===== src/rtl/vlsu_ar_gen_pkg.sv =====
// Shared types and constants for the VLSU read-address generator.
// Holds bus geometry, AXI limits, the request/burst payload structs, the
// FSM state type, and small helpers for request validation and segment size.
package vlsu_ar_gen_pkg;

    localparam int unsigned busBytes       = 64;
    localparam int unsigned addrBits       = 32;
    localparam int unsigned cntBits        = 16;
    localparam int unsigned rowBits        = 16;
    localparam int unsigned lenBits        = 8;
    localparam int unsigned busOffBits     = $clog2(busBytes);
    localparam int unsigned AXI_MAX_BEATS  = 256;
    localparam int unsigned AXI_PAGE_BYTES = 4096;
    localparam int unsigned pageBits       = $clog2(AXI_PAGE_BYTES);
    // Segment byte counter: cnt << 3 needs cntBits+3, plus one spare bit.
    localparam int unsigned segBits        = cntBits + 3 + 1;
    localparam int unsigned maxBurstBytes  = AXI_MAX_BEATS * busBytes;

    // One-hot request mode.
    typedef logic [3:0] mode_oh_t;
    localparam mode_oh_t MODE_INCR  = 4'b0001;
    localparam mode_oh_t MODE_STRD  = 4'b0010;
    localparam mode_oh_t MODE_CLN2D = 4'b0100;
    localparam mode_oh_t MODE_ROW2D = 4'b1000;

    typedef struct packed {
        mode_oh_t              mode;
        logic [addrBits-1:0]   base;
        logic [addrBits-1:0]   stride;
        logic [cntBits-1:0]    cnt;
        logic [1:0]            esize;
        logic [rowBits-1:0]    row_bytes;
    } vlsu_ar_req_t;

    typedef struct packed {
        logic [addrBits-1:0]   addr;
        logic [lenBits-1:0]    len;
        logic                  last;
    } vlsu_ar_t;

    typedef enum logic [1:0] {
        IDLE,
        CALC,
        ISSUE
    } ar_gen_state_e;

    // True when exactly one mode bit is set.
    function automatic logic is_onehot(input mode_oh_t mode);
        return (mode != '0) && ((mode & mode_oh_t'(mode - 4'd1)) == '0);
    endfunction

    // Byte size of every segment of a request.
    function automatic logic [segBits-1:0] seg_bytes(input vlsu_ar_req_t req);
        logic [segBits-1:0] size;
        if (req.mode == MODE_INCR) begin
            size = segBits'(req.cnt) << req.esize;
        end else if (req.mode == MODE_ROW2D) begin
            size = segBits'(req.row_bytes);
        end else begin
            size = segBits'(1) << req.esize;
        end
        return size;
    endfunction

endpackage


===== src/rtl/vlsu_ar_gen_if.sv =====
// Request and AR-channel bundle of the VLSU read-address generator.
// master: request producer / AR consumer side. slave: the generator itself.
// Signals: req_* (request handshake + fields), ar_* (AXI AR channel),
// err_o (reject pulse), busy_o (FSM not idle).
interface vlsu_ar_gen_if;
    import vlsu_ar_gen_pkg::*;

    logic                  req_valid_i;
    logic                  req_ready_o;
    mode_oh_t              req_mode_i;
    logic [addrBits-1:0]   req_base_i;
    logic [addrBits-1:0]   req_stride_i;
    logic [cntBits-1:0]    req_cnt_i;
    logic [1:0]            req_esize_i;
    logic [rowBits-1:0]    req_row_bytes_i;

    logic                  ar_valid_o;
    logic                  ar_ready_i;
    logic [addrBits-1:0]   ar_addr_o;
    logic [lenBits-1:0]    ar_len_o;
    logic [2:0]            ar_size_o;
    logic [1:0]            ar_burst_o;
    logic                  ar_last_o;

    logic                  err_o;
    logic                  busy_o;

    modport master (
        output req_valid_i, req_mode_i, req_base_i, req_stride_i,
               req_cnt_i, req_esize_i, req_row_bytes_i, ar_ready_i,
        input  req_ready_o, ar_valid_o, ar_addr_o, ar_len_o, ar_size_o,
               ar_burst_o, ar_last_o, err_o, busy_o
    );

    modport slave (
        input  req_valid_i, req_mode_i, req_base_i, req_stride_i,
               req_cnt_i, req_esize_i, req_row_bytes_i, ar_ready_i,
        output req_ready_o, ar_valid_o, ar_addr_o, ar_len_o, ar_size_o,
               ar_burst_o, ar_last_o, err_o, busy_o
    );

endinterface


===== src/rtl/vlsu_ar_gen_burst_calc.sv =====
// Combinational burst sizing for one AR burst.
// Build option: VLSU_AR_SPLIT_4K_EN also limits bursts at 4 KiB page ends.
// Ports:
//   i_addr_lo  low page-offset bits of the burst start address
//   i_seg_rem  bytes still to fetch in the current segment
//   o_bytes_c  bytes covered by this burst
//   o_len_c    AXI len (beats - 1) for this burst
module vlsu_ar_gen_burst_calc
    import vlsu_ar_gen_pkg::*;
(
    input  logic [pageBits-1:0] i_addr_lo,
    input  logic [segBits-1:0]  i_seg_rem,
    output logic [segBits-1:0]  o_bytes_c,
    output logic [lenBits-1:0]  o_len_c
);

    logic [segBits-1:0] w_off;
    logic [segBits-1:0] w_lim;
    logic [segBits-1:0] w_end;
    logic [segBits-1:0] w_beats;
`ifdef VLSU_AR_SPLIT_4K_EN
    logic [segBits-1:0] w_page_rem;
`else
    logic               w_unused_page;
`endif

    // Burst bytes = min(segment remainder, 256-beat limit [, page remainder]).
    always_comb begin
        w_off = segBits'(i_addr_lo[busOffBits-1:0]);
        w_lim = segBits'(maxBurstBytes) - w_off;
`ifdef VLSU_AR_SPLIT_4K_EN
        w_page_rem = segBits'(AXI_PAGE_BYTES) - segBits'(i_addr_lo);
        if (w_page_rem < w_lim) begin
            w_lim = w_page_rem;
        end
`else
        w_unused_page = ^i_addr_lo[pageBits-1:busOffBits];
`endif
        o_bytes_c = (i_seg_rem < w_lim) ? i_seg_rem : w_lim;
        // Beats cover the unaligned head offset too; len = beats - 1.
        w_end   = w_off + o_bytes_c;
        w_beats = (w_end + segBits'(busBytes - 1)) >> busOffBits;
        o_len_c = lenBits'(w_beats - segBits'(1));
    end

endmodule


===== src/rtl/vlsu_ar_gen.sv =====
// VLSU read-path address generator: splits one INCR/STRD/CLN2D/ROW2D vector
// request into AXI INCR read bursts on the data bus.
// Build option: VLSU_AR_SPLIT_4K_EN keeps bursts inside 4 KiB pages.
// Ports:
//   clk_i, rst_ni  clock, asynchronous active-low reset
//   bus            vlsu_ar_gen_if.slave: request handshake, AR channel,
//                  err_o reject pulse, busy_o
module vlsu_ar_gen
    import vlsu_ar_gen_pkg::*;
(
    input  logic          clk_i,
    input  logic          rst_ni,
    vlsu_ar_gen_if.slave  bus
);

    ar_gen_state_e       r_state;
    // r_req.base doubles as the running segment base once latched.
    vlsu_ar_req_t        r_req;
    logic [addrBits-1:0] r_addr;
    logic [segBits-1:0]  r_seg_rem;
    logic [segBits-1:0]  r_bytes;
    logic [cntBits-1:0]  r_seg_idx;
    vlsu_ar_t            r_ar;
    logic                r_ar_valid;
    logic                r_req_ready;
    logic                r_err;
    logic                r_busy;

    vlsu_ar_req_t        w_req;
    logic                w_req_hs;
    logic                w_req_bad;
    logic                w_last_seg;
    logic                w_ar_hs;
    logic [segBits-1:0]  w_bytes;
    logic [segBits-1:0]  w_rem_nxt;
    logic [addrBits-1:0] w_seg_base_nxt;
    logic [lenBits-1:0]  w_len;

    assign w_req = '{
        mode:      bus.req_mode_i,
        base:      bus.req_base_i,
        stride:    bus.req_stride_i,
        cnt:       bus.req_cnt_i,
        esize:     bus.req_esize_i,
        row_bytes: bus.req_row_bytes_i
    };

    assign w_req_hs  = bus.req_valid_i & r_req_ready;
    assign w_req_bad = !is_onehot(w_req.mode) || (w_req.cnt == '0) ||
                       ((w_req.mode == MODE_ROW2D) && (w_req.row_bytes == '0));
    // INCR is a single segment; the others have cnt segments.
    assign w_last_seg = (r_req.mode == MODE_INCR) ||
                        (r_seg_idx == cntBits'(r_req.cnt - cntBits'(1)));
    assign w_ar_hs        = r_ar_valid & bus.ar_ready_i;
    assign w_rem_nxt      = r_seg_rem - r_bytes;
    assign w_seg_base_nxt = r_req.base + r_req.stride;

    vlsu_ar_gen_burst_calc u_burst_calc (
        .i_addr_lo (r_addr[pageBits-1:0]),
        .i_seg_rem (r_seg_rem),
        .o_bytes_c (w_bytes),
        .o_len_c   (w_len)
    );

    // Request latch, burst sequencing and registered outputs.
    always_ff @(posedge clk_i or negedge rst_ni) begin
        if (!rst_ni) begin
            r_state     <= IDLE;
            r_req       <= '0;
            r_addr      <= '0;
            r_seg_rem   <= '0;
            r_bytes     <= '0;
            r_seg_idx   <= '0;
            r_ar        <= '0;
            r_ar_valid  <= 1'b0;
            r_req_ready <= 1'b1;
            r_err       <= 1'b0;
            r_busy      <= 1'b0;
        end else begin
            r_err <= 1'b0;
            unique case (r_state)
                IDLE: begin
                    if (w_req_hs) begin
                        if (w_req_bad) begin
                            r_err <= 1'b1;
                        end else begin
                            r_req       <= w_req;
                            r_addr      <= w_req.base;
                            r_seg_rem   <= seg_bytes(w_req);
                            r_seg_idx   <= '0;
                            r_req_ready <= 1'b0;
                            r_busy      <= 1'b1;
                            r_state     <= CALC;
                        end
                    end
                end
                CALC: begin
                    r_ar.addr  <= r_addr;
                    r_ar.len   <= w_len;
                    r_ar.last  <= (w_bytes == r_seg_rem) && w_last_seg;
                    r_bytes    <= w_bytes;
                    r_ar_valid <= 1'b1;
                    r_state    <= ISSUE;
                end
                ISSUE: begin
                    if (w_ar_hs) begin
                        r_ar_valid <= 1'b0;
                        if (w_rem_nxt != '0) begin
                            r_addr    <= r_addr + addrBits'(r_bytes);
                            r_seg_rem <= w_rem_nxt;
                            r_state   <= CALC;
                        end else if (w_last_seg) begin
                            r_seg_rem   <= '0;
                            r_req_ready <= 1'b1;
                            r_busy      <= 1'b0;
                            r_state     <= IDLE;
                        end else begin
                            r_req.base <= w_seg_base_nxt;
                            r_addr     <= w_seg_base_nxt;
                            r_seg_rem  <= seg_bytes(r_req);
                            r_seg_idx  <= r_seg_idx + cntBits'(1);
                            r_state    <= CALC;
                        end
                    end
                end
                default: begin
                    r_state <= IDLE;
                end
            endcase
        end
    end

    assign bus.req_ready_o = r_req_ready;
    assign bus.ar_valid_o  = r_ar_valid;
    assign bus.ar_addr_o   = r_ar.addr;
    assign bus.ar_len_o    = r_ar.len;
    assign bus.ar_last_o   = r_ar.last;
    assign bus.ar_size_o   = 3'(busOffBits);
    assign bus.ar_burst_o  = 2'b01;
    assign bus.err_o       = r_err;
    assign bus.busy_o      = r_busy;

endmodule


===== src/flat_wrapper.sv =====
// flat-port wrapper written by rule: the top's interface ports become plain ports
module vlsu_ar_gen_flat import vlsu_ar_gen_pkg::*;
  (clk_i, rst_ni, bus_req_valid_i, bus_req_mode_i, bus_req_base_i, bus_req_stride_i, bus_req_cnt_i, bus_req_esize_i, bus_req_row_bytes_i, bus_ar_ready_i, bus_req_ready_o, bus_ar_valid_o, bus_ar_addr_o, bus_ar_len_o, bus_ar_size_o, bus_ar_burst_o, bus_ar_last_o, bus_err_o, bus_busy_o);
  vlsu_ar_gen_if bus_i ();
  input  logic clk_i;
  input  logic rst_ni;
  input wire logic [$bits(bus_i.req_valid_i)-1:0] bus_req_valid_i;
  input wire logic [$bits(bus_i.req_mode_i)-1:0] bus_req_mode_i;
  input wire logic [$bits(bus_i.req_base_i)-1:0] bus_req_base_i;
  input wire logic [$bits(bus_i.req_stride_i)-1:0] bus_req_stride_i;
  input wire logic [$bits(bus_i.req_cnt_i)-1:0] bus_req_cnt_i;
  input wire logic [$bits(bus_i.req_esize_i)-1:0] bus_req_esize_i;
  input wire logic [$bits(bus_i.req_row_bytes_i)-1:0] bus_req_row_bytes_i;
  input wire logic [$bits(bus_i.ar_ready_i)-1:0] bus_ar_ready_i;
  output wire logic [$bits(bus_i.req_ready_o)-1:0] bus_req_ready_o;
  output wire logic [$bits(bus_i.ar_valid_o)-1:0] bus_ar_valid_o;
  output wire logic [$bits(bus_i.ar_addr_o)-1:0] bus_ar_addr_o;
  output wire logic [$bits(bus_i.ar_len_o)-1:0] bus_ar_len_o;
  output wire logic [$bits(bus_i.ar_size_o)-1:0] bus_ar_size_o;
  output wire logic [$bits(bus_i.ar_burst_o)-1:0] bus_ar_burst_o;
  output wire logic [$bits(bus_i.ar_last_o)-1:0] bus_ar_last_o;
  output wire logic [$bits(bus_i.err_o)-1:0] bus_err_o;
  output wire logic [$bits(bus_i.busy_o)-1:0] bus_busy_o;
  assign bus_i.req_valid_i = bus_req_valid_i;
  assign bus_i.req_mode_i = bus_req_mode_i;
  assign bus_i.req_base_i = bus_req_base_i;
  assign bus_i.req_stride_i = bus_req_stride_i;
  assign bus_i.req_cnt_i = bus_req_cnt_i;
  assign bus_i.req_esize_i = bus_req_esize_i;
  assign bus_i.req_row_bytes_i = bus_req_row_bytes_i;
  assign bus_i.ar_ready_i = bus_ar_ready_i;
  assign bus_req_ready_o = bus_i.req_ready_o;
  assign bus_ar_valid_o = bus_i.ar_valid_o;
  assign bus_ar_addr_o = bus_i.ar_addr_o;
  assign bus_ar_len_o = bus_i.ar_len_o;
  assign bus_ar_size_o = bus_i.ar_size_o;
  assign bus_ar_burst_o = bus_i.ar_burst_o;
  assign bus_ar_last_o = bus_i.ar_last_o;
  assign bus_err_o = bus_i.err_o;
  assign bus_busy_o = bus_i.busy_o;
  vlsu_ar_gen u_core (.clk_i(clk_i), .rst_ni(rst_ni), .bus(bus_i));
endmodule

===== config.mk =====
export PLATFORM = sky130hd
export DESIGN_NAME = vlsu_ar_gen_flat
export DESIGN_NICKNAME = d
export VERILOG_FILES = /design/src/rtl/vlsu_ar_gen_pkg.sv /design/src/rtl/vlsu_ar_gen_if.sv /design/src/rtl/vlsu_ar_gen_burst_calc.sv /design/src/rtl/vlsu_ar_gen.sv /design/src/flat_wrapper.sv
export SDC_FILE = /design/constraint.sdc
export NUM_CORES = 1
export LEC_CHECK = 0
export CORE_ASPECT_RATIO = 1.75
export CORE_MARGIN = 2
export CORE_UTILIZATION = 48
export CTS_CLUSTER_DIAMETER = 50
export DETAILED_ROUTE_END_ITERATION = 10
export PLACE_DENSITY = 0.7
export RECOVER_POWER = 50
export SLEW_MARGIN = 25
export SYNTH_ARGS = -nofsm -noshare
export SYNTH_HDL_FRONTEND = slang
export SYNTH_SLANG_ARGS = --single-unit

===== constraint.sdc =====
create_clock -name clk_i -period 10 [get_ports clk_i]
set_input_delay 1 -clock clk_i [delete_from_list [all_inputs] [get_ports clk_i]]
set_output_delay 1 -clock clk_i [all_outputs]
set_load 0.005 [all_outputs]

### After elaboration in Yosys (flattened, before gate mapping)

Index checks and enable logic that the tools add are counted.

| cells by class | value |
|---|---|
| $add $sub $neg | 10 |
| magnitude comparators | 1 |
| equality and inequality tests | 15 |
| shifts and indexed selects | 4 |
| mux-type cells | 51 |
| bitwise gates (word level) | 4 |
| reduce and logical (&&, ||, !) cells | 22 |

Operators with widths:

| operator | count |
|---|---|
| 2-to-1 mux 32 bit | 7 |
| 2-to-1 mux 20 bit | 10 |
| 2-to-1 mux 98 bit | 2 |
| one-hot mux 32 bit (2 select lines) | 2 |
| 2-to-1 mux 16 bit | 5 |
| one-hot mux 20 bit (2 select lines) | 1 |
| << shifter 1 x 2 -> 20 bit (first input constant) | 2 |
| << shifter 16 x 2 -> 20 bit | 2 |
| adder 32 x 20 -> 32 bit | 1 |
| adder 32 bit | 1 |
| logical NOT 16 bit | 2 |
| one-hot mux 16 bit (2 select lines) | 1 |
| equality test 20 bit | 1 |
| less-than comparator 20 bit | 1 |
| nonzero test 20 bit | 1 |
| subtractor 20 bit | 1 |
| adder 16 x 1 -> 16 bit (second input constant) | 1 |
| equality test 16 bit | 1 |
| subtractor 15 x 6 -> 16 bit (first input constant) | 1 |
| subtractor 16 x 1 -> 16 bit (second input constant) | 1 |
| 2-to-1 mux 1 bit | 15 |
| adder 14 x 6 -> 14 bit (second input constant) | 1 |
| adder 6 x 14 -> 14 bit | 1 |
| AND reduction 6 bit | 2 |
| other kinds (26) | 44 |

| word-level totals | value |
|---|---|
| register bits | 237 |
| input port bits | 106 |
| output and inout bits | 50 |
| logic and storage cells | 125 |

### Depth between registers and ports, before layout

Gate-level depths: netlist (run 1).

| logic depth | value |
|---|---|
| depth after elaboration | 10 |
| mapped depth | 31 |
| mapped depth without buffers | 28 |

### By module

From an unflattened synthesis (run 1), not the netlist that was laid out.

| second synthesis, totals | value |
|---|---|
| cell total of the unflattened synthesis | 2077 |
| area, all modules | 17204.0 µm² |

Modules (own cells, without submodules):

| module | times used | cells each | area an instance (µm²) | seq. area each (µm²) |
|---|---|---|---|---|
| vlsu_ar_gen | 1 | 1887 | 15821.4 | 5931.9 |
| vlsu_ar_gen_burst_calc | 1 | 190 | 1382.6 | 0.0 |

### Least setup slack after synthesis (run 1)

Ideal clock, no wire load.

| path | value |
|---|---|
| path type | reg-to-reg |
| from | register u_core.r_addr[0] |
| to | register u_core.r_ar, in the netlist u_core.bus.ar_len_o[4] |
| setup time | 134 ps |
| arrival time | 5555 ps |
| required time | 9866 ps |
| path slack | 4310 ps |
| cell stages (with the launch flop) | 30 |
| buffers on the path | 3 |
| period minus slack after synthesis | 5690 ps |
| cells stage by stage | dfrtp_1 > nor3_1 > nand4_1 > nand2_1 > ha_1 > a21o_1 > a21o_1 > a221o_1 > a21boi_0 > o21ai_1 > clkbuf_1 > clkbuf_1 > buf_1 > mux2i_1 > ha_1 > inv_1 > ha_1 > nor2b_1 > o211a_1 > nand3_1 > a21oi_1 > nor2_1 > o21ai_0 > xor2_1 > inv_1 > ha_1 > o21bai_1 > mux2i_1 > xor2_1 > o21ai_0 |

| on the way | value |
|---|---|
| word-level cells in the longest chain between the ends | 6 |

Ends and longest elaborated chain:

| element | line | text |
|---|---|---|
| start: declaration | vlsu_ar_gen.sv:19 | `logic [addrBits-1:0] r_addr;` |
| start signal: assignment | vlsu_ar_gen.sv:88 | `r_addr <= w_req.base;` |
| start signal: assignment | vlsu_ar_gen.sv:109 | `r_addr <= r_addr + addrBits'(r_bytes);` |
| start signal: assignment | vlsu_ar_gen.sv:119 | `r_addr <= w_seg_base_nxt;` |
| subtractor 15 x 6 -> 16 bit | vlsu_ar_gen_burst_calc.sv:30 | `w_lim = segBits'(maxBurstBytes) - w_off;` |
| less-than comparator 20 bit | vlsu_ar_gen_burst_calc.sv:39 | `o_bytes_c = (i_seg_rem < w_lim) ? i_seg_rem : w_lim;` |
| 2-to-1 mux 20 bit | vlsu_ar_gen_burst_calc.sv:39 |  |
| adder 6 x 14 -> 14 bit * | vlsu_ar_gen_burst_calc.sv:41 | `w_end = w_off + o_bytes_c;` |
| adder 14 x 6 -> 14 bit * | vlsu_ar_gen_burst_calc.sv:42 | `w_beats = (w_end + segBits'(busBytes - 1)) >> busOffBits;` |
| subtractor 8 x 1 -> 8 bit * | vlsu_ar_gen_burst_calc.sv:43 | `o_len_c = lenBits'(w_beats - segBits'(1));` |
| end: declaration | vlsu_ar_gen.sv:23 | `vlsu_ar_t r_ar;` |

Mark *: on every way between the ends. The rest lies on a longest branch, timed or not.
A chain may end at the register's enable or synchronous reset.

==> results.md, run 1 <==
* Library cells used by synthesis at 90
* Max Slew Vio Count at 268
* Finish-stage setup viols at 0
* Syn_area_per_cell at 8.897 sq um
* Setup WS pre-CTS at 3.901 ns
* Mapped Cells at about 1900
* Req. time, crit path at ~10 ns
* Synthesis Warnings at 0
* Psw at 3.182 mW
* Number of global-route vias before repair at ~14000
* Initial antenna violation count at 0
* CTS root buffer: clkbuf_16
* Slew margin rel. at -225.4%
* I/O pins at 156
* Post-synthesis cell type with the largest combined area: dfrtp_1
* Clk_skew at around 0.02 ns
* Inserted Clock Buffers at 26
* Max Freq at between 100 and 150 MHz
* Ys async rst share at 100.0%
* # clock sinks at approximately 240
* Antenna Nets Post-Route at 0
* Later-pin clock latency in the skew report at 0.55 ns
* Sequential share of the synthesized area at a little over a third
* Cell Rows at 90
* Area contributors post-synth: dfrtp_1 36%, ha_1 7.4%, mux2_2 6.3%, nand2_1 4.1%, a21oi_1 3.7%
* Vias post-DR at ~15000
* Synth top cells by count: 236 x dfrtp_1, 180 x nand2_1, 155 x nor2_1
* Core area at about 34000 sq um
* Detailed Place HPWL at about 38 mm
* LEAKAGE at approximately 8.5 nW
* Setup TNS at 0 ns
* Fin. Hold Viols at 0
* CTS Buffer Depth at 3
* WL final at a little under 50 mm
* Nets at around 2200
* Critical path fanouts, max at 90
* Reg power frac at around a quarter
* Area of the die at approximately 36000 sq um
* Switching Share at 46.18%
* Layout overhead on the synthesized area at 16.17%
* Startpoint types: input pin
* CTS resizes at 0
* Fin crit period at around 7 ns
* Int Pwr at about 3.7 mW
* Drt pass-1 iters at 5
* Violated checks: max-capacitance violations, max-slew violations
* First-pass GRT wire length at 79.48 mm
* Clk pwr share at about 14%
* Actual slew at the worst max-slew pin at between 4 and 5 ns
* Top FF cell, synth: dfrtp_1
* Worst hold path type: reg -> reg
* Mapped Area at roughly 17000 sq um
* #FFs+latches synth at 237
* Final WS setup at roughly 3.0 ns
* Drt drc at 0
* H-tree depth at 1
* Hold_buf cts at 0
* Clk slew on worst S/H paths at ~0.06 ns
* Fin crit share at about 70%
* Max-cap violation count at 3
* WP data arrival at slightly above 7 ns
* Cell with the most instances after synthesis: dfrtp_1
* Status: finished, violations left
* Die H at between 200 and 250 um
* Die width at about 140 um
* Setup Buffers After CTS at 0
* RSZ-0062 raised after global routing: false
* Starting Density at 48.42%
* # fillers at about 3200
* Post-synth EDFFs at 0
* Setup CP Type: in -> async
* Endpoint class of the critical path: asynchronous set/reset pin
* Peak supply drop at roughly 0.00021 V
* TritonCTS clock tree: done
* RePlAce Congestion at around 0.92
* Share of the synthesized area in the top cell type at approximately 36%
* Routed vias/inst at a little under 6
* All-Layer GR Usage at 27.98%
* Comb pwr share at between 50% and 60%
* Power per cell area at 357.9 nW/um^2
* Layout Utilization at 56.25%
* WL/cell at about 20 um
* Largest net degree at the start of global routing at between 90 and 100
* PortBufs at 150
* Total congestion overflow at 0
* Layout cells sized above 1 at under 10%
* Iteration-0 DRC Markers at between 700 and 800
-- metrics by stage --
step / area [sq um] / cells / total power [mW] / hold WS, ns
floorplan: 16590 / 1866 / 4.719 / 0.4580
global placement: 18400 / 2393 / 5.830 / 0.4615
detailed placement: 18400 / 2393 / 5.914 / 0.4729
CTS: 19260 / 2439 / 6.924 / 0.4813
global route: 19250 / 2440 / 7.503 / 0.5069
finish: 19250 / 2441 / 6.891 / 0.4740
-- power groups by stage --
| stage | logic (mW) | registers [mW] | clock network [mW] |
|---|---|---|---|
| finish | 4.12 | 1.81 | 0.968 |
| global route | 4.61 | 1.86 | 1.03 |
| CTS | 4.13 | 1.81 | 0.989 |
| detailed placement | 4.09 | 1.82 | 0 |
| global placement | 4.02 | 1.81 | 0 |
| floorplan | 3.07 | 1.65 | 0 |
-- cell families (layout without fill, tap and decap cells) --
| logic type | after synthesis | in the layout | share of synthesized area, % |
|---|---|---|---|
| fa+ha+maj | 101 | 101 | 7.760 |
| other cells | 2 | 6 | 0.04531 |
| xor+xnor | 111 | 111 | 5.865 |
| mux | 124 | 124 | 8.945 |
| flops | 237 | 237 | 35.79 |
| compound gates | 508 | 508 | 19.58 |
| buf+inv | 185 | 299 | 4.575 |
| simple gates | 595 | 595 | 17.44 |
-- final timing paths --
| path | from | end | slack (ns) | depth (start not counted) |
|---|---|---|---|---|
| worst min-delay path | u_core.bus.ar_addr_o[2] | u_core.bus.ar_addr_o[2] | 0.47 | 2 |
| worst max-delay path | rst_ni | u_core.r_seg_idx[8] | 3.02 | 3 |
| max in group clk_i | u_core.r_addr[0] | u_core.bus.ar_len_o[4] | 3.71 | 26 |
| min in group asynchronous | rst_ni | u_core.bus.ar_addr_o[8] | 2.22 | 1 |
| worst max register to register | u_core.r_addr[0] | u_core.bus.ar_len_o[4] | 3.71 | 26 |
| worst min register to register | u_core.bus.ar_addr_o[2] | u_core.bus.ar_addr_o[2] | 0.47 | 2 |
-- flip-flops by register name (all words and copies together) (netlist names), 2 cells and up --
| signal | cells |
|---|---|
| u_core.r_addr | 32 |
| u_core.r_bytes | 20 |
| u_core.r_seg_rem | 20 |
| u_core.r_state | 2 |
| u_core.bus.ar_len_o | 8 |
| u_core.r_seg_idx | 16 |
| u_core.r_req | 102 |
| u_core.bus.ar_addr_o | 32 |
-- final cells by class --
type	instances	area, sq um	area share (%)
flip-flops and latches	237	5932	30.81
clock inverters	11	112.6	0.5848
inverters	87	326.6	1.696
repair buffers	166	1620	8.415
well taps	460	575.6	2.989
multi-input cells	1444	9940	51.62
diodes	1	2.502	0.01300
clock buffers	35	745.7	3.873
-- routing by layer --
layer	up-vias	global-route usage, %	part of all wire, %	routed length (um)
li1	6972	-	-	-
met1	7017	34.11	40	19640
met2	410	48.64	51	25290
met3	123	2.686	3.9	1958
met4	0	13.93	5.7	2817
met5	-	0	0	0
-- worst max-delay path, stage by stage --
cell      delay, ns
clkbuf_1       3.37
buf_4          1.10
clkbuf_2       1.58
-- cells in the final DEF (no fill, tap or decap), types with 7 or more instances in the layout --
cell type / netlist / final
dfrtp_1: 236 / 236
nand2_1: 180 / 180
nor2_1: 155 / 154
a21oi_1: 124 / 123
o21ai_0: 105 / 105
clkdlybuf4s50_1: 0 / 103
ha_1: 98 / 98
mux2_2: 92 / 92
inv_1: 85 / 85
xnor2_1: 60 / 60
nand3_1: 53 / 53
xor2_1: 51 / 51
a31oi_1: 46 / 46
dlygate4sd3_1: 0 / 45
nor3_1: 40 / 40
a211oi_1: 31 / 31
o21ai_1: 28 / 27
clkbuf_16: 0 / 27
o31ai_1: 26 / 26
a21o_1: 24 / 24
nand4_1: 23 / 23
mux2i_1: 21 / 21
and3_1: 20 / 20
nor4_1: 17 / 16
nand2b_1: 16 / 15
or3_1: 14 / 14
o21bai_1: 14 / 14
o211ai_1: 13 / 13
a221oi_1: 13 / 13
and2_1: 15 / 12
buf_4: 10 / 12
o21a_1: 11 / 11
nor2b_1: 11 / 10
o22ai_1: 10 / 10
mux4_2: 10 / 10
and4_1: 7 / 7
clkbuf_1: 64 / 7
(Power assumes the default switching activity.)
==> run 2: changes to the inputs <==
Clock period 10 ns to 6.7 ns, I/O delays scaled along.
==> results.md, run 2 (synthesis gave the netlist of run 1 again) <==
* Fin crit period at between 5 and 6 ns
* Comb pwr share at 58.8% (-1.0 points)
* Layout overhead on the synthesized area at 17.21%
* WP buf/inv at 2 (-1)
* Drt drc at 0 (unchanged)
* Layout Utilization at 56.75% (+0.50 points)
* Later-pin clock latency in the skew report at 0.57 ns (+0.02 ns)
* PortBufs at 150 (unchanged)
* Slowest CP cell: dfrtp_1
* Cell Rows at 90 (unchanged)
* Nets at 2176 (+0.32%)
* Actual slew at the worst max-slew pin at 5.111 ns (+0.2310 ns)
* First-pass GRT wire length at 79.00 mm (-0.61%)
* LEAKAGE at 8.479 nW (+0.29%)
* Slowest Stage Delay on Critical Path at 0.47 ns (-2.90 ns)
* H-tree depth at 1 (unchanged)
* # clock sinks at 237 (unchanged)
* Final WS setup at 0.7219 ns (-2.296 ns)
* Drt pass-1 iters at 5 (unchanged)
* Routed vias/inst at 5.997 (+0.80%)
* CTS root buffer: clkbuf_16
* Antenna Nets Post-Route at 0 (unchanged)
* Clk pwr share at 15.4% (+1.4 points)
* Met2 GRT Util at 48.72% (+0.081 points)
* Initial antenna violation count at 0 (unchanged)
* Busiest layer in global routing: met2
* Vias post-DR at 14690 (+1.2%)
* Setup WS pre-CTS at 0.9219 ns (-2.979 ns)
* CP delay by family, top: compound AO/OA/AOI/OAI gates
* Fin. Hold Viols at 0 (unchanged)
* Endpoint class of the critical path: flip-flop
* Power per cell area at 544.4 nW/um^2 (+52%)
* Hold_buf cts at 0 (unchanged)
* Max Slew Vio Count at 194 (-28%)
* GR Util met1 at 32.77% (-1.3 points)
* Setup CP Type: reg -> reg
* All-Layer GR Usage at 27.80% (-0.18 points)
* TritonCTS clock tree: done
* Placed Instances at 2399 (+0.25%)
* Clk_skew at 0.01712 ns (-0.002882 ns)
* RSZ-0062 raised after global routing: false
* Int Pwr at 5.734 mW (+55%)
* Violated checks: max-capacitance violations, max-slew violations
* Total congestion overflow at 0 (unchanged)
* Inserted Clock Buffers at 28 (+7.7%)
* Switching Share at 45.78% (-0.40 points)
* Setup TNS at 0 ns (unchanged)
* Number of global-route vias before repair at 14620 (+1.2%)
* Die width at 144.5 um (unchanged)
* Layout cells sized above 1 at 10.15% (+0.61 points)
* Psw at 4.841 mW (+52%)
* Die H at 249.8 um (unchanged)
* CTS Buffer Depth at 3 (unchanged)
* Detailed Place HPWL at 38.12 mm (+0.19%)
* Peak supply drop at 0.0003449 V (+61%)
* Finish-stage setup viols at 0 (unchanged)
* Hold_ws at 0.4739 ns (-0.0001030 ns)
* Worst hold path type: reg -> reg
* Max reg flops at 102 (unchanged)
* Setup Buffers After CTS at 0 (unchanged)
* Slew margin rel. at -240.8% (-15 points)
* Max-cap violation count at 2 (-1)
* Req. time, crit path at 6.98 ns (-3.27 ns)
* Starting Density at 48.42% (unchanged)
* I/O pins at 156 (unchanged)
* Largest net degree at the start of global routing at 109 (+15%)
* Largest Register: u_core.r_req
* WP data arrival at 6.26 ns (-0.97 ns)
* Startpoint types: flip-flop
* Reg power frac at 25.7% (-0.5 points)
* Clk slew on worst S/H paths at 0.06 ns (about the same)
* Max Freq at 167.3 MHz
* Status: finished, violations left
* Core area at 34230 sq um (unchanged)
* Critical path fanouts, max at 7 (-92%)
* Top cell by count, worst path: ha_1
* WL/cell at 20.38 um (about the same)
* RePlAce Congestion at 0.9202 (about the same)
* Post-Layout Cell Count at 2450 (+0.37%)
* Fin crit share at roughly 89%
* CTS resizes at 0 (unchanged)
* Iteration-0 DRC Markers at 1028 (+31%)
* Met3 usage at 3.338% (+0.65 points)
* Most frequent cells in the layout: 236 x dfrtp_1, 180 x nand2_1, 154 x nor2_1
* Area of the die at 36090 sq um (unchanged)
* WL final at 49.93 mm (+0.43%)
* Most common cell after layout, fill and taps aside: dfrtp_1
* N_diodes at 0 (-1)
## run 2: changes by cell type in the layout (fill, tap and decap cells not counted), moves of 2 or more
cell and delta:
clkbuf_1 -3, clkdlybuf4s50_1 +45, inv_8 +2, bufinv_16 +2
dlygate4sd3_1 -45, clkinv_2 -2, buf_4 +7, clkbuf_16 +2
## run 2: final timing paths
kind	start	slack, ns	depth (start not counted)	end
setup / recovery	u_core.r_addr[0]	0.72	27	u_core.bus.ar_len_o[6]
max in group asynchronous	rst_ni	1.64	1	u_core.r_req[89]
hold reg to reg	u_core.bus.ar_addr_o[22]	0.47	2	u_core.bus.ar_addr_o[22]
hold / removal	u_core.bus.ar_addr_o[22]	0.47	2	u_core.bus.ar_addr_o[22]
setup reg to reg	u_core.r_addr[0]	0.72	27	u_core.bus.ar_len_o[6]
min in group asynchronous	rst_ni	2.20	1	u_core.bus.ar_addr_o[10]
## run 2: tightest hold or removal path, cell delays in order (launching register included)
cell     delay (ns)
dfrtp_1        0.34
nand2_1        0.04
o21ai_0        0.05
## run 2: area by class of cell
type	instances	area, sq um
Clock buffer	37	805.8
Clock inverter	14	192.7
Fill cell	3157	14810
Inverter	87	326.6
Multi-Input combinational cell	1444	9941
Sequential cell	237	5932
Tap cell	460	575.6
Timing Repair Buffer	171	1654
## run 2: power groups by stage
stage	registers [mW]	clock network (mW)	logic [mW]
floorplan	2.46	0	4.58
global placement	2.70	0	5.98
detailed placement	2.73	0	6.10
CTS	2.70	1.66	6.16
global route	2.79	1.71	6.91
finish	2.72	1.63	6.22
## run 2: metrics by stage
stage	power (mW)	area [sq um]
after global placement	8.678	18450
after global routing	11.41	19430
after floorplan	7.043	16590
final	10.58	19430
after CTS	10.52	19440
after detailed placement	8.830	18450
## run 2: layer usage
layer,routed length [um],part of all wire [%]
met1,19300,39
met2,25410,51
met3,2257,4.5
met4,2956,5.9
met5,0,0
